`src/rtl/uart_pkg.sv`:
```
// Shared UART definitions: line-rate defaults, receiver FSM states and the
// clock divider calculation used by both the receiver and uart_tx.
package uart_pkg;

    localparam int unsigned DEFAULT_CLK_FREQ = 27_000_000;
    localparam int unsigned DEFAULT_BAUD     = 115_200;

    typedef enum logic [2:0] {
        ST_IDLE,
        ST_START,
        ST_DATA,
        ST_STOP,
        ST_BREAK
    } rx_state_e;

    // Clocks per oversample tick, rounded to nearest.
    function automatic int unsigned calc_div(
        input int unsigned clk_freq,
        input int unsigned baud,
        input int unsigned oversample
    );
        int unsigned denom;
        denom = baud * oversample;
        return (clk_freq + denom / 2) / denom;
    endfunction

endpackage

```
`src/rtl/sync_fifo_fwft.sv`:
```
// Single-clock first-word-fall-through FIFO. The head entry is visible on
// data_o whenever valid_o is high; occupancy is tracked by a separate counter.
module sync_fifo_fwft #(
    parameter int unsigned WIDTH = 8,
    parameter int unsigned DEPTH = 16,
    localparam int unsigned PTR_W = (DEPTH > 1) ? $clog2(DEPTH) : 1,
    localparam int unsigned CNT_W = $clog2(DEPTH) + 1
) (
    input  logic             clk,
    input  logic             rst,
    input  logic             push_i,
    input  logic [WIDTH-1:0] push_data_i,
    input  logic             pop_i,
    output logic [WIDTH-1:0] data_o,
    output logic             valid_o,
    output logic [CNT_W-1:0] count_o,
    output logic             overflow_o
);

    logic [WIDTH-1:0] mem_q [DEPTH];
    logic [PTR_W-1:0] rd_ptr_q, rd_ptr_d;
    logic [PTR_W-1:0] wr_ptr_q, wr_ptr_d;
    logic [CNT_W-1:0] count_q, count_d;
    logic             full, empty, do_push, do_pop;

    assign full  = (count_q == CNT_W'(DEPTH));
    assign empty = (count_q == '0);

    // A full FIFO still takes a push when the head leaves in the same cycle.
    assign do_pop     = pop_i & ~empty;
    assign do_push    = push_i & (~full | do_pop);
    assign overflow_o = push_i & full & ~do_pop;

    always_comb begin
        rd_ptr_d = rd_ptr_q;
        wr_ptr_d = wr_ptr_q;
        count_d  = count_q;
        if (do_pop) begin
            rd_ptr_d = rd_ptr_q + PTR_W'(1);
        end
        if (do_push) begin
            wr_ptr_d = wr_ptr_q + PTR_W'(1);
        end
        case ({do_push, do_pop})
            2'b10:   count_d = count_q + CNT_W'(1);
            2'b01:   count_d = count_q - CNT_W'(1);
            default: count_d = count_q;
        endcase
    end

    always_ff @(posedge clk) begin
        if (rst) begin
            rd_ptr_q <= '0;
            wr_ptr_q <= '0;
            count_q  <= '0;
        end else begin
            rd_ptr_q <= rd_ptr_d;
            wr_ptr_q <= wr_ptr_d;
            count_q  <= count_d;
        end
    end

    always_ff @(posedge clk) begin
        if (do_push) begin
            mem_q[wr_ptr_q] <= push_data_i;
        end
    end

    // Empty output reads as zero so stale storage never leaks after a flush.
    assign data_o  = empty ? '0 : mem_q[rd_ptr_q];
    assign valid_o = ~empty;
    assign count_o = count_q;

endmodule

```
`src/rtl/uart_rx_fifo.sv`:
```
// Debug UART receiver: synchronizes the rx pin, recovers 8N1 frames with a
// 3-sample majority vote per bit and queues good bytes in a FWFT FIFO.
module uart_rx_fifo
    import uart_pkg::*;
#(
    parameter int unsigned CLK_FREQ   = DEFAULT_CLK_FREQ,
    parameter int unsigned BAUD       = DEFAULT_BAUD,
    parameter int unsigned OVERSAMPLE = 16,
    parameter int unsigned FIFO_DEPTH = 16
) (
    input  logic                        clk,
    input  logic                        rst,
    input  logic                        uart_rx,
    output logic [7:0]                  O_data,
    output logic                        O_valid,
    input  logic                        I_ready,
    output logic                        O_frame_err,
    output logic                        O_overrun,
    output logic [$clog2(FIFO_DEPTH):0] O_fifo_count,
    output logic                        O_busy
);

    localparam int unsigned DIV   = calc_div(CLK_FREQ, BAUD, OVERSAMPLE);
    localparam int unsigned DIV_W = (DIV > 1) ? $clog2(DIV) : 1;
    localparam int unsigned T_W   = $clog2(OVERSAMPLE);

    rx_state_e        state_q, state_d;
    logic             sync1_q, sync2_q, prev_q;
    logic [DIV_W-1:0] div_cnt_q, div_cnt_d;
    logic [T_W-1:0]   t_q, t_d;
    logic [2:0]       bit_idx_q, bit_idx_d;
    logic [7:0]       shift_q, shift_d;
    logic [1:0]       samp_q, samp_d;
    logic             frame_err_q, frame_err_d;
    logic             overrun_q;
    logic             tick, fall, vote, push, fifo_overflow;
    logic             samp_lo, samp_mid, decide, bit_end;

    assign tick     = (div_cnt_q == DIV_W'(DIV - 1));
    assign fall     = prev_q & ~sync2_q;
    assign samp_lo  = tick && (t_q == T_W'(OVERSAMPLE / 2 - 1));
    assign samp_mid = tick && (t_q == T_W'(OVERSAMPLE / 2));
    assign decide   = tick && (t_q == T_W'(OVERSAMPLE / 2 + 1));
    assign bit_end  = tick && (t_q == T_W'(OVERSAMPLE - 1));

    // Third sample is taken live from the synchronizer on the decision tick.
    assign vote = (samp_q[0] & samp_q[1]) | (samp_q[0] & sync2_q) | (samp_q[1] & sync2_q);

    always_comb begin
        state_d     = state_q;
        div_cnt_d   = tick ? '0 : div_cnt_q + DIV_W'(1);
        t_d         = t_q;
        bit_idx_d   = bit_idx_q;
        shift_d     = shift_q;
        samp_d      = samp_q;
        frame_err_d = 1'b0;
        push        = 1'b0;

        if (tick) begin
            t_d = bit_end ? '0 : t_q + T_W'(1);
        end
        if (samp_lo) begin
            samp_d[0] = sync2_q;
        end
        if (samp_mid) begin
            samp_d[1] = sync2_q;
        end

        case (state_q)
            ST_IDLE: begin
                // Counters parked at zero so bit timing starts at the edge.
                div_cnt_d = '0;
                t_d       = '0;
                if (fall) begin
                    state_d = ST_START;
                end
            end
            ST_START: begin
                if (decide && vote) begin
                    state_d = ST_IDLE;
                end else if (bit_end) begin
                    state_d   = ST_DATA;
                    bit_idx_d = '0;
                end
            end
            ST_DATA: begin
                if (decide) begin
                    shift_d = {vote, shift_q[7:1]};
                end
                if (bit_end) begin
                    if (bit_idx_q == 3'd7) begin
                        state_d = ST_STOP;
                    end else begin
                        bit_idx_d = bit_idx_q + 3'd1;
                    end
                end
            end
            ST_STOP: begin
                // Leave at mid-stop so a zero-gap next start edge is seen.
                if (decide) begin
                    if (vote) begin
                        push    = 1'b1;
                        state_d = ST_IDLE;
                    end else begin
                        frame_err_d = 1'b1;
                        state_d     = ST_BREAK;
                    end
                end
            end
            ST_BREAK: begin
                if (sync2_q) begin
                    state_d = ST_IDLE;
                end
            end
            default: state_d = ST_IDLE;
        endcase
    end

    always_ff @(posedge clk) begin
        if (rst) begin
            sync1_q     <= 1'b1;
            sync2_q     <= 1'b1;
            prev_q      <= 1'b1;
            state_q     <= ST_IDLE;
            div_cnt_q   <= '0;
            t_q         <= '0;
            bit_idx_q   <= '0;
            shift_q     <= '0;
            samp_q      <= '0;
            frame_err_q <= 1'b0;
            overrun_q   <= 1'b0;
        end else begin
            sync1_q     <= uart_rx;
            sync2_q     <= sync1_q;
            prev_q      <= sync2_q;
            state_q     <= state_d;
            div_cnt_q   <= div_cnt_d;
            t_q         <= t_d;
            bit_idx_q   <= bit_idx_d;
            shift_q     <= shift_d;
            samp_q      <= samp_d;
            frame_err_q <= frame_err_d;
            overrun_q   <= fifo_overflow;
        end
    end

    // Output handshake: a byte transfers on every clock where O_valid and
    // I_ready are both high; O_data holds steady while O_valid waits for I_ready.
    sync_fifo_fwft #(
        .WIDTH (8),
        .DEPTH (FIFO_DEPTH)
    ) u_fifo (
        .clk         (clk),
        .rst         (rst),
        .push_i      (push),
        .push_data_i (shift_q),
        .pop_i       (I_ready),
        .data_o      (O_data),
        .valid_o     (O_valid),
        .count_o     (O_fifo_count),
        .overflow_o  (fifo_overflow)
    );

    assign O_frame_err = frame_err_q;
    assign O_overrun   = overrun_q;
    assign O_busy      = (state_q != ST_IDLE);

endmodule

```
`config.mk`:
```
export PLATFORM = sky130hd
export DESIGN_NAME = uart_rx_fifo
export DESIGN_NICKNAME = d
export VERILOG_FILES = /design/src/rtl/uart_pkg.sv /design/src/rtl/sync_fifo_fwft.sv /design/src/rtl/uart_rx_fifo.sv
export SDC_FILE = /design/constraint.sdc
export NUM_CORES = 1
export LEC_CHECK = 0
export ABC_CLOCK_PERIOD_IN_PS = 7500
export BUFFER_PORTS_ARGS = -buffer_cell sky130_fd_sc_hd__clkbuf_2
export CAP_MARGIN = 10
export CORE_MARGIN = 3
export CORE_UTILIZATION = 60
export DETAILED_ROUTE_END_ITERATION = 8
export PLACE_DENSITY = 0.87
export RECOVER_POWER = 50
export SLEW_MARGIN = 20
export SYNTH_ARGS = -nofsm -noshare
export SYNTH_HDL_FRONTEND = slang
export SYNTH_SLANG_ARGS = --single-unit
```
`constraint.sdc`:
```
create_clock -name clk -period 7.5 [get_ports clk]
set_input_delay 1.125 -clock clk [delete_from_list [all_inputs] [get_ports clk]]
set_output_delay 1.125 -clock clk [all_outputs]
set_load 0.03 [all_outputs]
```
Word level (Yosys, flattened, before mapping)
Memories as Yosys holds them, arrays and structs flattened. A register that Yosys moved wholly into a read port is not among the register bits. Cells that the tools add are included.

Bits in registers: 42. RAM bits: 128. Bits of input ports: 4. Output and inout bits: 17. Word-level logic and storage cells: 103. Memories kept: 1.

$add $sub $neg: 7. Eq/ne operators: 22. Multiplexer cells: 25. Bitwise operators: 17. Reduce and logical (&&, ||, !) cells: 16.

Memories: u_fifo.mem_q (words 16, bits a word 8, read ports 1, clocked after Yosys merged registers in 1, wr ports 1, RTL line sync_fifo_fwft.sv:20) `logic [WIDTH-1:0] mem_q [DEPTH];`.

Operators by type and width (count): $mux 3 (12); $add 4x1->4 const B (4); $eq 4x4->1 const B (4); $ne 2x2->1 const B (8); $pmux 3 s5 (1); $mux 4 (3); $pmux 5 s2 (1); $and 1x1->1 (8); $mux 8 (1); $eq 3x2->1 const B (2); $eq 3x3->1 const B (2); $mux 1 (6); $not 1->1 (6); $pmux 3 s2 (1); $reduce_and 6->1 (1); $reduce_or 3->1 (2); $add 5x1->5 const B (1); $eq 5x5->1 const B (1); $logic_and 1x1->1 (5); $logic_not 5->1 (1); $reduce_and 5->1 (1); $sub 5x1->5 const B (1); $eq 4x3->1 const B (1); $reduce_bool 2->1 (2); 10 further kinds (12).

Depth between registers and ports, before layout
Word-level depth: 9. Gate-level depth with buffers: 13. Depth with buffers taken out: 12.

Cells and area by module
Synthesis repeated with hierarchy kept, for this count alone.

Cells, all modules: 460. Area total of the unflattened synthesis: 7186.9 um2.

Modules (own cells, without submodules): sync_fifo_fwft (times used 1, cells an instance 315, area an instance 5824.3 um2); uart_rx_fifo (times used 1, cells an instance 145, area an instance 1362.6 um2).

Least setup slack after synthesis
OpenSTA, ideal clock, no wires.

Kind: flip-flop to output port. From: register with a tool-made name. To: output O_data[0]. Arrival: 1.925 ns. Path slack: 4.450 ns. Cell stages (with the launch flop): 6. Path buffers: 2. Cells stage by stage: dfxtp_1 -> buf_2 -> buf_2 -> mux4_2 -> mux4_2 -> nor2b_1.

RTL lines: end, declared (RTL line uart_rx_fifo.sv:14) `output logic [7:0] O_data,`.

==> reports/results.ini <==
[global_routing]
antenna_found_initial = 0
grt_first_pass_wirelength_um = 21600
grt_pass1_vias = 3869
overflow = 0
grt_max_degree = 40
grt.total_usage = 0.226

[floorplanning]
io-pin-count = 21
die_area_mm2 = 0.0132
core_region_area_mm2 = 0.0115
die_h_um = 115
fp-row-count = 39
die_w_um = 115
initial_core_util = 0.620

[yosys]
ys_types = 49
synth_seq_area_share = 0.667
ys.flop_type = edfxtp_1
synth_nets = 464
synth-async-reset-ratio = 0
synth_cells = 444
syn_avg_cell_area_um2 = 16.1
synthDominantCellAreaShare = 0.538
yosys_warnings = 0
ys_ff_latch = 174
synth_top_area_cell = edfxtp_1
synth-edff-count = 128
syn_area_mm2 = 0.00714
yosys-top-cells-area = edfxtp_1 (54%), dfxtp_1 (13%), mux4_2 (13%), ha_1 (2.6%), nor2_1 (2.3%)

[worst_setup_path]
startpoint_type = register
worst-endpoint-arrival_ns = 2.75
worstPathRequired_ns = 6.38
cp-end-kind = primary output
path_class = register to primary output
cp_max_fo = 32

[power]
p_int_mw = 1.83
leakagePower_nw = 2.73
swShare = 0.297
power_density_mw_per_mm2 = 327
p_seq_frac = 0.415
p_sw_mw = 0.773
clkPwrFrac = 0.330
comb_power_share = 0.254
ir_worst_vdd_mv = 0.293

[sta]
fin_ws_ns = 3.63
period_needed_ns = 3.87
fmax_mhz = 258
clock_skew_ns = 0.00902
drv_slew = 40
slew_headroom = -0.0357
tns_ns = 0
setup_viol = 0
finalCritPeriodShare = 0.516
rsz0062_at_grt = no
hold_viol_final = 0
tightestPinTransition_ns = 1.55

[worst_hold_path]
hold_path.class = register to register

[place]
dp.final_hpwl_um = 8210
gp_congestion = 0.808
pre_cts_ws_ns = 4.07
io_buffer_count = 20

[finish]
nets = 486
drive_gt1_frac = 0.240
diodes = 0
syn_to_final_growth_pct = 11.5

[drt]
wirelength_um = 13900
routedWlPerCell_um = 22.3
viasPerCell = 6.28
drt_iter0_drc = 466
drt-pass1-iter-count = 6
antenna_left = 0
vias = 3904
drcViolationCount = 0

[clock_tree]
post_cts_buffers = 0
clk_latency_ns = 0.43
cts_tree = done
htreeDepth = 4
cts_buffers = 17
clkSlewWorstSetupHoldPaths_ns = 0.06
postCtsHoldBufs = 0
cts-root-buf = clkbuf_16
cts_buffer_depth = 2
cts.sinks = 174
cts_resized = 0

[outcome]
violations = capacitance limit, slew limit
status = complete, but fails checks

[job]
maxCapViolations = 1

-- through the flow --
stage | std cells | instance area [µm²] | total power [mW] | hold WS [ns] | utilization
detailed placement | 590 | 7370 | 1.77 | 0.413 | 0.640
global route | 622 | 7960 | 2.71 | 0.461 | 0.691
finish | 622 | 7960 | 2.60 | 0.426 | 0.691
floorplan | 444 | 7140 | 1.63 | 0.389 | -
global placement | 590 | 7370 | 1.75 | 0.404 | 0.640
CTS | 622 | 7960 | 2.62 | 0.432 | 0.691
-- logic make-up (layout without fill, tap and decap cells) --
family / after synthesis / count (layout) / synth area share
DFF: 174 / 174 / 0.667
AOI/OAI and AO/OA: 29 / 29 / 0.0247
muxes: 58 / 58 / 0.157
and+or+nand+nor: 122 / 122 / 0.0880
xor gates and xnor gates: 11 / 11 / 0.0135
buffers and inverters: 33 / 68 / 0.0191
adders and majority gates: 17 / 17 / 0.0307
-- power groups by stage --
stage               clock (mW)  combinational, mW  sequential [mW]
floorplan                    0              0.516             1.11
global placement             0              0.652             1.10
detailed placement           0              0.666             1.10
CTS                      0.870              0.671             1.08
global route             0.910              0.720             1.08
finish                   0.859              0.662             1.08
-- critical path, stage by stage, from the launching register on --
cell,delay (ns)
dfxtp_2,0.32
buf_4,0.51
mux4_2,0.59
mux4_2,0.51
nor2b_1,0.15
clkbuf_2,0.22
-- cells in the mapped netlist (2+ instances only) --
| master | n |
|---|---|
| edfxtp_1 | 128 |
| dfxtp_1 | 46 |
| nor2_1 | 44 |
| mux4_2 | 40 |
| ha_1 | 15 |
| nand2_1 | 14 |
| inv_1 | 13 |
| mux2i_1 | 13 |
| clkbuf_1 | 12 |
| nor2b_1 | 12 |
| a21oi_1 | 10 |
| nor3_1 | 10 |
| nand3_1 | 7 |
| o21ai_0 | 7 |
| xnor2_1 | 6 |
| nand2b_1 | 5 |
| xor2_1 | 5 |
| buf_2 | 4 |
| nand4_1 | 4 |
| nor3b_1 | 4 |
| or2_2 | 4 |
| and3b_1 | 3 |
| nand3b_1 | 3 |
| a211oi_1 | 2 |
| a31oi_1 | 2 |
| and2_1 | 2 |
| buf_4 | 2 |
| mux2_4 | 2 |
| mux2i_4 | 2 |
| nor4_1 | 2 |
| o211ai_1 | 2 |
| or3_1 | 2 |
-- cell usage in the layout (no fill, tap or decap), types with 3 or more instances in the layout --
master / count
nor3_2: 4
a21oi_1: 10
xnor2_1: 6
edfxtp_1: 128
nor3_1: 6
mux4_2: 40
nand2_1: 14
nand4_1: 4
nand2b_1: 5
o21ai_0: 7
nor2_2: 3
inv_6: 3
nor2_1: 42
xor2_1: 5
mux2i_1: 13
nor2b_1: 12
ha_1: 15
clkbuf_2: 19
nand3_1: 7
inv_1: 13
and3b_1: 3
nand3b_1: 3
nor3b_1: 4
clkbuf_16: 17
or2_2: 4
dfxtp_1: 45
-- final timing paths --
kind	from	to	slack, ns	cells after the start
max	register	O_data[3]	3.63	5
min reg2reg	sync1_q$_SDFF_PP1_	sync2_q$_SDFF_PP1_	0.43	1
max reg2reg	u_fifo.count_o[0]$_SDFFE_PP0P_	u_fifo.count_o[4]$_SDFFE_PP0P_	4.37	9
min	sync1_q$_SDFF_PP1_	sync2_q$_SDFF_PP1_	0.43	1
-- routing by layer --
| metal | GRT usage | vias to the layer above | routed length, µm |
|---|---|---|---|
| met2 | 0.362 | 178 | 6980 |
| met3 | 0.0568 | 30 | 994 |
| li1 | - | 1738 | - |
| met1 | 0.305 | 1958 | 5540 |
| met5 | 0 | - | 0 |
| met4 | 0.0814 | 0 | 361 |
-- registers in the layout, summed over array words and instances (netlist names), 2 cells and up, named ones only --
signal / cells
bit_idx_q: 3
u_fifo.count_o: 5
t_q: 4
div_cnt_q: 4
u_fifo.mem_q: 128
samp_q: 2
state_q: 3
u_fifo.rd_ptr_q: 4
u_fifo.wr_ptr_q: 4
shift_q: 8
-- cell type report --
type / count / area [µm²]
Sequential cell: 174 / 4770
Fill cell: 726 / 3560
Multi-Input combinational cell: 237 / 2260
Clock buffer: 17 / 425
Tap cell: 143 / 179
Inverter: 14 / 52.6
Clock inverter: 15 / 160
Timing Repair Buffer: 22 / 114
Power figures use the tool's default switching activity.
